## src/rtl/mul_div_unit.sv

```systemverilog
// Multi-cycle signed multiply (radix-2 Booth) / divide (non-restoring) engine.
// Results are registered when the operation completes and held until the next accepted start.
module mul_div_unit #(
  parameter int WIDTH = 32
) (
  input  logic             clk,
  input  logic             clr,
  input  logic             start,
  input  logic             op,
  input  logic [WIDTH-1:0] a,
  input  logic [WIDTH-1:0] b,
  output logic             busy,
  output logic             done,
  output logic [WIDTH-1:0] result_hi,
  output logic [WIDTH-1:0] result_lo,
  output logic             div_by_zero
);

  localparam int AW = WIDTH + 2;
  localparam int CW = $clog2(WIDTH + 1);

  typedef enum logic [2:0] {S_IDLE, S_MUL, S_DIV, S_FIX, S_DONE} state_t;

  state_t                  r_state, w_next;
  logic [CW-1:0]           r_cnt;
  logic signed [AW-1:0]    r_acc, r_m;
  logic [WIDTH-1:0]        r_q;
  logic                    r_qm1, r_neg_q, r_neg_r;

  logic                    w_accept, w_last, w_b_zero;
  logic signed [AW-1:0]    w_bsum, w_bacc, w_dsh, w_dsum;
  logic [WIDTH-1:0]        w_bq, w_dq, w_rem;

  function automatic logic [WIDTH-1:0] f_abs(input logic [WIDTH-1:0] x);
    return x[WIDTH-1] ? -x : x;
  endfunction

  function automatic logic [WIDTH-1:0] f_neg(input logic [WIDTH-1:0] x, input logic en);
    return en ? -x : x;
  endfunction

  assign w_accept = start && (r_state == S_IDLE || r_state == S_DONE);
  assign w_last   = (r_cnt == CW'(WIDTH - 1));
  assign w_b_zero = (b == '0);

  // Booth step: add/sub multiplicand per {q0,q_-1}, then arithmetic shift of {acc,q}
  always_comb begin
    w_bsum = r_acc;
    case ({r_q[0], r_qm1})
      2'b01:   w_bsum = r_acc + r_m;
      2'b10:   w_bsum = r_acc - r_m;
      default: w_bsum = r_acc;
    endcase
    w_bacc = w_bsum >>> 1;
    w_bq   = {w_bsum[0], r_q[WIDTH-1:1]};
  end

  // Non-restoring step: partial remainder sign picks add or subtract of |b|
  assign w_dsh  = {r_acc[AW-2:0], r_q[WIDTH-1]};
  assign w_dsum = r_acc[AW-1] ? (w_dsh + r_m) : (w_dsh - r_m);
  assign w_dq   = {r_q[WIDTH-2:0], ~w_dsum[AW-1]};
  assign w_rem  = WIDTH'(r_acc[AW-1] ? (r_acc + r_m) : r_acc);

  always_ff @(posedge clk or negedge clr) begin
    if (!clr) r_state <= S_IDLE;
    else      r_state <= w_next;
  end

  always_comb begin
    w_next = r_state;
    case (r_state)
      S_IDLE, S_DONE: begin
        if (start)                w_next = !op ? S_MUL : (w_b_zero ? S_DONE : S_DIV);
        else                      w_next = S_IDLE;
      end
      S_MUL:   if (w_last) w_next = S_DONE;
      S_DIV:   if (w_last) w_next = S_FIX;
      S_FIX:   w_next = S_DONE;
      default: w_next = S_IDLE;
    endcase
  end

  always_comb begin
    busy = (r_state == S_MUL) || (r_state == S_DIV) || (r_state == S_FIX);
    done = (r_state == S_DONE);
  end

  always_ff @(posedge clk or negedge clr) begin
    if (!clr) begin
      r_cnt       <= '0;
      result_hi   <= '0;
      result_lo   <= '0;
      div_by_zero <= 1'b0;
    end else begin
      if (w_accept)                                r_cnt <= '0;
      else if (r_state == S_MUL || r_state == S_DIV) r_cnt <= r_cnt + CW'(1);

      if (w_accept) begin
        div_by_zero <= op && w_b_zero;
        if (op && w_b_zero) begin
          result_hi <= a;
          result_lo <= '1;
        end
      end else if (r_state == S_MUL && w_last) begin
        result_hi <= w_bacc[WIDTH-1:0];
        result_lo <= w_bq;
      end else if (r_state == S_FIX) begin
        result_hi <= f_neg(w_rem, r_neg_r);
        result_lo <= f_neg(r_q, r_neg_q);
      end
    end
  end

  // Datapath registers carry no reset; they are always loaded on an accepted start
  always_ff @(posedge clk) begin
    if (w_accept) begin
      r_acc <= '0;
      r_qm1 <= 1'b0;
      if (!op) begin
        r_m <= {{2{a[WIDTH-1]}}, a};
        r_q <= b;
      end else begin
        r_m     <= {2'b00, f_abs(b)};
        r_q     <= f_abs(a);
        r_neg_q <= a[WIDTH-1] ^ b[WIDTH-1];
        r_neg_r <= a[WIDTH-1];
      end
    end else if (r_state == S_MUL) begin
      r_acc <= w_bacc;
      r_q   <= w_bq;
      r_qm1 <= r_q[0];
    end else if (r_state == S_DIV) begin
      r_acc <= w_dsum;
      r_q   <= w_dq;
    end
  end

endmodule

```

## config.mk

```make
export PLATFORM = sky130hd
export DESIGN_NAME = mul_div_unit
export DESIGN_NICKNAME = d
export VERILOG_FILES = /design/src/rtl/mul_div_unit.sv
export SDC_FILE = /design/constraint.sdc
export NUM_CORES = 1
export LEC_CHECK = 0
export CORE_MARGIN = 1
export CORE_UTILIZATION = 45
export DETAILED_ROUTE_END_ITERATION = 8
export GPL_TIMING_DRIVEN = 0
export HOLD_SLACK_MARGIN = 0.05
export PLACE_DENSITY = 0.72
export SETUP_SLACK_MARGIN = 0.3
export SLEW_MARGIN = 20
export SYNTH_ARGS = -nofsm -noshare
export SYNTH_HDL_FRONTEND = slang
export SYNTH_SLANG_ARGS = --single-unit
```

## constraint.sdc

```tcl
create_clock -name clk -period 9.34 [get_ports clk]
set_input_delay 2.335 -clock clk [delete_from_list [all_inputs] [get_ports clk]]
set_output_delay 2.335 -clock clk [all_outputs]
set_load 0.01 [all_outputs]
```

==> summary.json <==
{
  "outcome": {
    "run_status": "finished, final reports clean"
  },
  "cells_and_area": {
    "antennaDiodeCount": 0,
    "layout_fillers": 3960,
    "drive_gt1_frac": 0.03422,
    "layout_common_cells": "nor2_1, a21oi_1, nand2_1",
    "area_growth_from_synthesis_to_layout_pct": 14.28,
    "layout_commonest_cell": "nor2_1",
    "finalNetCount": 2795
  },
  "worst_hold_path": {
    "hp-class": "register to register"
  },
  "power": {
    "sw_frac_of_total": 0.5488,
    "power.internal_mw": 3.748,
    "power.share.clock": 0.091,
    "power.share.combinational": 0.712,
    "total_leakage_power_nw": 8.380,
    "power.sequential.fraction": 0.197,
    "netSwitchingPower_mw": 4.560,
    "p_per_area_mw_per_mm2": 393.9,
    "report.power.total_mw": 8.308,
    "peakVddDrop_uv": 166.6
  },
  "die": {
    "floorplan.initialDensity": 0.4602,
    "core_area_mm2": 0.04010,
    "die_width_um": 204.5,
    "floorplan.io_pins": 135,
    "die_height_um": 204.5,
    "rows": 73,
    "dieArea_mm2": 0.04182
  },
  "grt": {
    "grt_pass1_vias": 19849,
    "grt_antenna_before_repair": 0,
    "grt_start_max_net_pins": 53,
    "global_route.usage.total": 0.3943,
    "gr-total-overflow": 0,
    "grt_first_pass_wirelength_um": 122700
  },
  "detailed_routing": {
    "via_count": 20831,
    "drtPass1Iterations": 6,
    "drtIter0Drc": 2539,
    "wl_per_cell_um": 26.51,
    "drcViolationCount": 0,
    "final_antenna_net_count": 0,
    "finalWirelength_um": 83650,
    "post_drt_via_cell_ratio": 6.603
  },
  "sta": {
    "fmax_mhz": 115.1,
    "relative_slew_margins": 0.2887,
    "grt_setup_unrepaired": "no",
    "final_min_period_over_clock_period": 0.9300,
    "setup_viol": 0,
    "min_period_ns": 8.686,
    "totalNegativeSetupSlack_ns": 0,
    "hold_viol": 0,
    "report.final.slew_viol_count": 0,
    "worst-slew-pin-transition_ns": 1.067,
    "timing.clock.skew_ns": 0.01173
  },
  "synthesis": {
    "syn_avg_cell_area_um2": 7.492,
    "ys_ff_latch": 176,
    "yosys.area_share.adder": 0.07580,
    "ys_async_rst_share": 0.4205,
    "seq_area_frac_synth": 0.2473,
    "synthFlopType": "dfrtp_1",
    "mux_contribution_to_synthesized_area": 0.01200,
    "synth-xor-area-share": 0.09682,
    "syn-instance-count": 2463,
    "yosysUniqueCellTypes": 92,
    "number_of_flops_mapped_to_enable_cells_by_yosys": 67,
    "synthesis.area_mm2": 0.01845,
    "complex_gate_fraction_of_the_synthesized_area": 0.2953,
    "simple_gate_area_share_of_the_yosys_netlist": 0.2207,
    "synth_warn": 0,
    "synth_top_family_by_area": "compound AO/OA/AOI/OAI gates",
    "syn-num-nets": 2641
  },
  "setup_path": {
    "timing.critical_path.required_ns": 9.68,
    "setup.worst_path.start_class": "register",
    "timing.critical_path.slowest_stage_cell": "clkbuf_1",
    "timing.critical_path.slowest_cell_delay_ns": 0.76,
    "timing.critical_path.cells": "clkbuf_1 > clkbuf_1 > clkbuf_1 > buf_1 > buf_1 > clkbuf_1 > buf_1 > nor2_1 > xnor2_1 > ha_1 > a21o_1 > a21oi_1 > nor2b_1 > o31a_1 > a221oi_1 > o21ai_1 > a311oi_1 > nor4_1 > o22ai_1 > mux2i_1 > a21bo_2",
    "criticalPathCategory": "register to register",
    "critical_path_peak_fanout": 10,
    "most_frequent_cell_on_the_critical_path": "clkbuf_1",
    "endpoint_kind": "register",
    "cp_data_arrival_time_ns": 9.03
  },
  "clock_tree": {
    "postCtsSetupRepairBufs": 0,
    "cts_buffers": 17,
    "cts_hold_buffers": 0,
    "number_of_sinks_on_the_clock_net": 176,
    "clkSlewWorstSetupHoldPaths_ns": 0.07,
    "ctsLongestPathBuffers": 2,
    "clk_latency_ns": 0.44,
    "cts_root_buf": "clkbuf_16",
    "tritoncts": "done",
    "h-tree-depth": 4,
    "cts_repair_resize_count": 0
  },
  "run": {
    "maxCapViolCount": 0
  },
  "place": {
    "routabilityCongestion": 1.026,
    "placement.io_buffers": 132,
    "dpl.hpwl_um": 66350
  }
}
[layout make-up]
type                    count  area, µm²  share of cell area
flip-flops and latches    176       4564              0.2164
inverters                  89      334.1             0.01584
multi-input cells        2035      12930              0.6132
clock buffers              21      450.4             0.02136
repair buffers            135       1386             0.06574
well taps                 525      656.9             0.03115
plain buffers             163      626.9             0.02972
clock inverters            11      137.6            0.006526
[path summary, 6_finish.rpt]
check	slack [ns]	start	end	cells past startpoint
max in group asynchronous	6.92	clr	result_hi[4]	2
max	0.65	r_acc[33]	r_acc[32]	21
min	0.48	result_hi[21]	result_hi[21]	1
min in group asynchronous	1.81	clr	result_lo[23]	1
min reg2reg	0.48	result_hi[21]	result_hi[21]	1
max reg2reg	0.65	r_acc[33]	r_acc[32]	21
[critical path, delay by kind of cell (launching register included)]
kind / cells / cell delay (ns)
buffers and inverters: 7 / 4.43
AOI/OAI and AO/OA: 8 / 2.71
and+or+nand+nor: 3 / 0.38
DFF: 1 / 0.32
adders and majority gates: 1 / 0.29
muxes: 1 / 0.22
xor gates and xnor gates: 1 / 0.21
[layer usage]
| layer | track usage | share of wire |
|---|---|---|
| met5 | 0 | 0 |
| met4 | 0.1906 | 0.047 |
| met1 | 0.5184 | 0.40 |
| met2 | 0.6264 | 0.45 |
| met3 | 0.06507 | 0.10 |
[Yosys cell counts (all sizes together) (8+ instances only)]
cell	n	area, µm²
a31oi	65	421.7
a221oi	31	271.5
nor2b	32	200.2
nand4	16	100.1
edfxtp	67	2012
o211ai	31	232.7
o41ai	16	140.1
nand3	42	210.2
or4	22	168.9
nor3b	9	72.57
nor2	291	1092
buf	30	125.1
dfxtp	35	700.7
nand2	245	922.1
o22ai	14	87.58
a21oi	249	1246
a31o	9	78.83
and2	12	77.58
mux2i	21	210.2
nor3	64	320.3
or3	31	198.9
o31ai	45	337.8
clkbuf	133	500.5
a221o	8	80.08
nor4	30	230.2
o221ai	12	105.1
a22oi	16	120.1
o21ai	158	790.8
xor2	113	989.7
o21bai	12	90.09
ha	107	1339
dfrtp	74	1852
or2	12	75.08
and3	19	118.9
xnor2	91	797.0
nand2b	21	131.4
a21o	43	322.8
inv	87	326.6
o221a	8	90.09
o21a	16	120.1
a211oi	29	222.7
[power groups by stage]
stage	combinational (mW)	sequential, mW	clock [mW]
after detailed placement	5.68	1.62	0
after floorplan	3.72	1.51	0
after CTS	5.72	1.61	0.756
after global routing	6.30	1.65	0.780
after global placement	5.63	1.62	0
final	5.92	1.63	0.757
[registers in the layout, summed over array words and instances (netlist names)]
signal	cells
r_neg_r	1
div_by_zero	1
result_hi	32
result_lo	32
r_cnt	6
r_acc	34
r_qm1	1
r_neg_q	1
r_m	33
r_q	32
r_state	3
[kinds of logic after synthesis]
family / Yosys count
muxes: 22
xor gates and xnor gates: 204
AOI/OAI and AO/OA: 838
DFF: 176
adders and majority gates: 110
buffers and inverters: 252
and+or+nand+nor: 861
[metrics by stage]
step / instances / hold WS, ns / instance area (µm²) / setup slack [ns] / utilization
finish: 3155 / 0.4849 / 21090 / 0.6541 / 0.5259
floorplan: 2463 / 0.4530 / 18450 / 3.901 / -
detailed placement: 3123 / 0.4741 / 20500 / 0.8613 / 0.5113
global placement: 3120 / 0.4646 / 20430 / 0.8788 / 0.5096
CTS: 3155 / 0.4891 / 21090 / 0.8143 / 0.5259
global route: 3155 / 0.5184 / 21090 / 0.4650 / 0.5259
No activity file was read; power rests on OpenSTA's default activity.
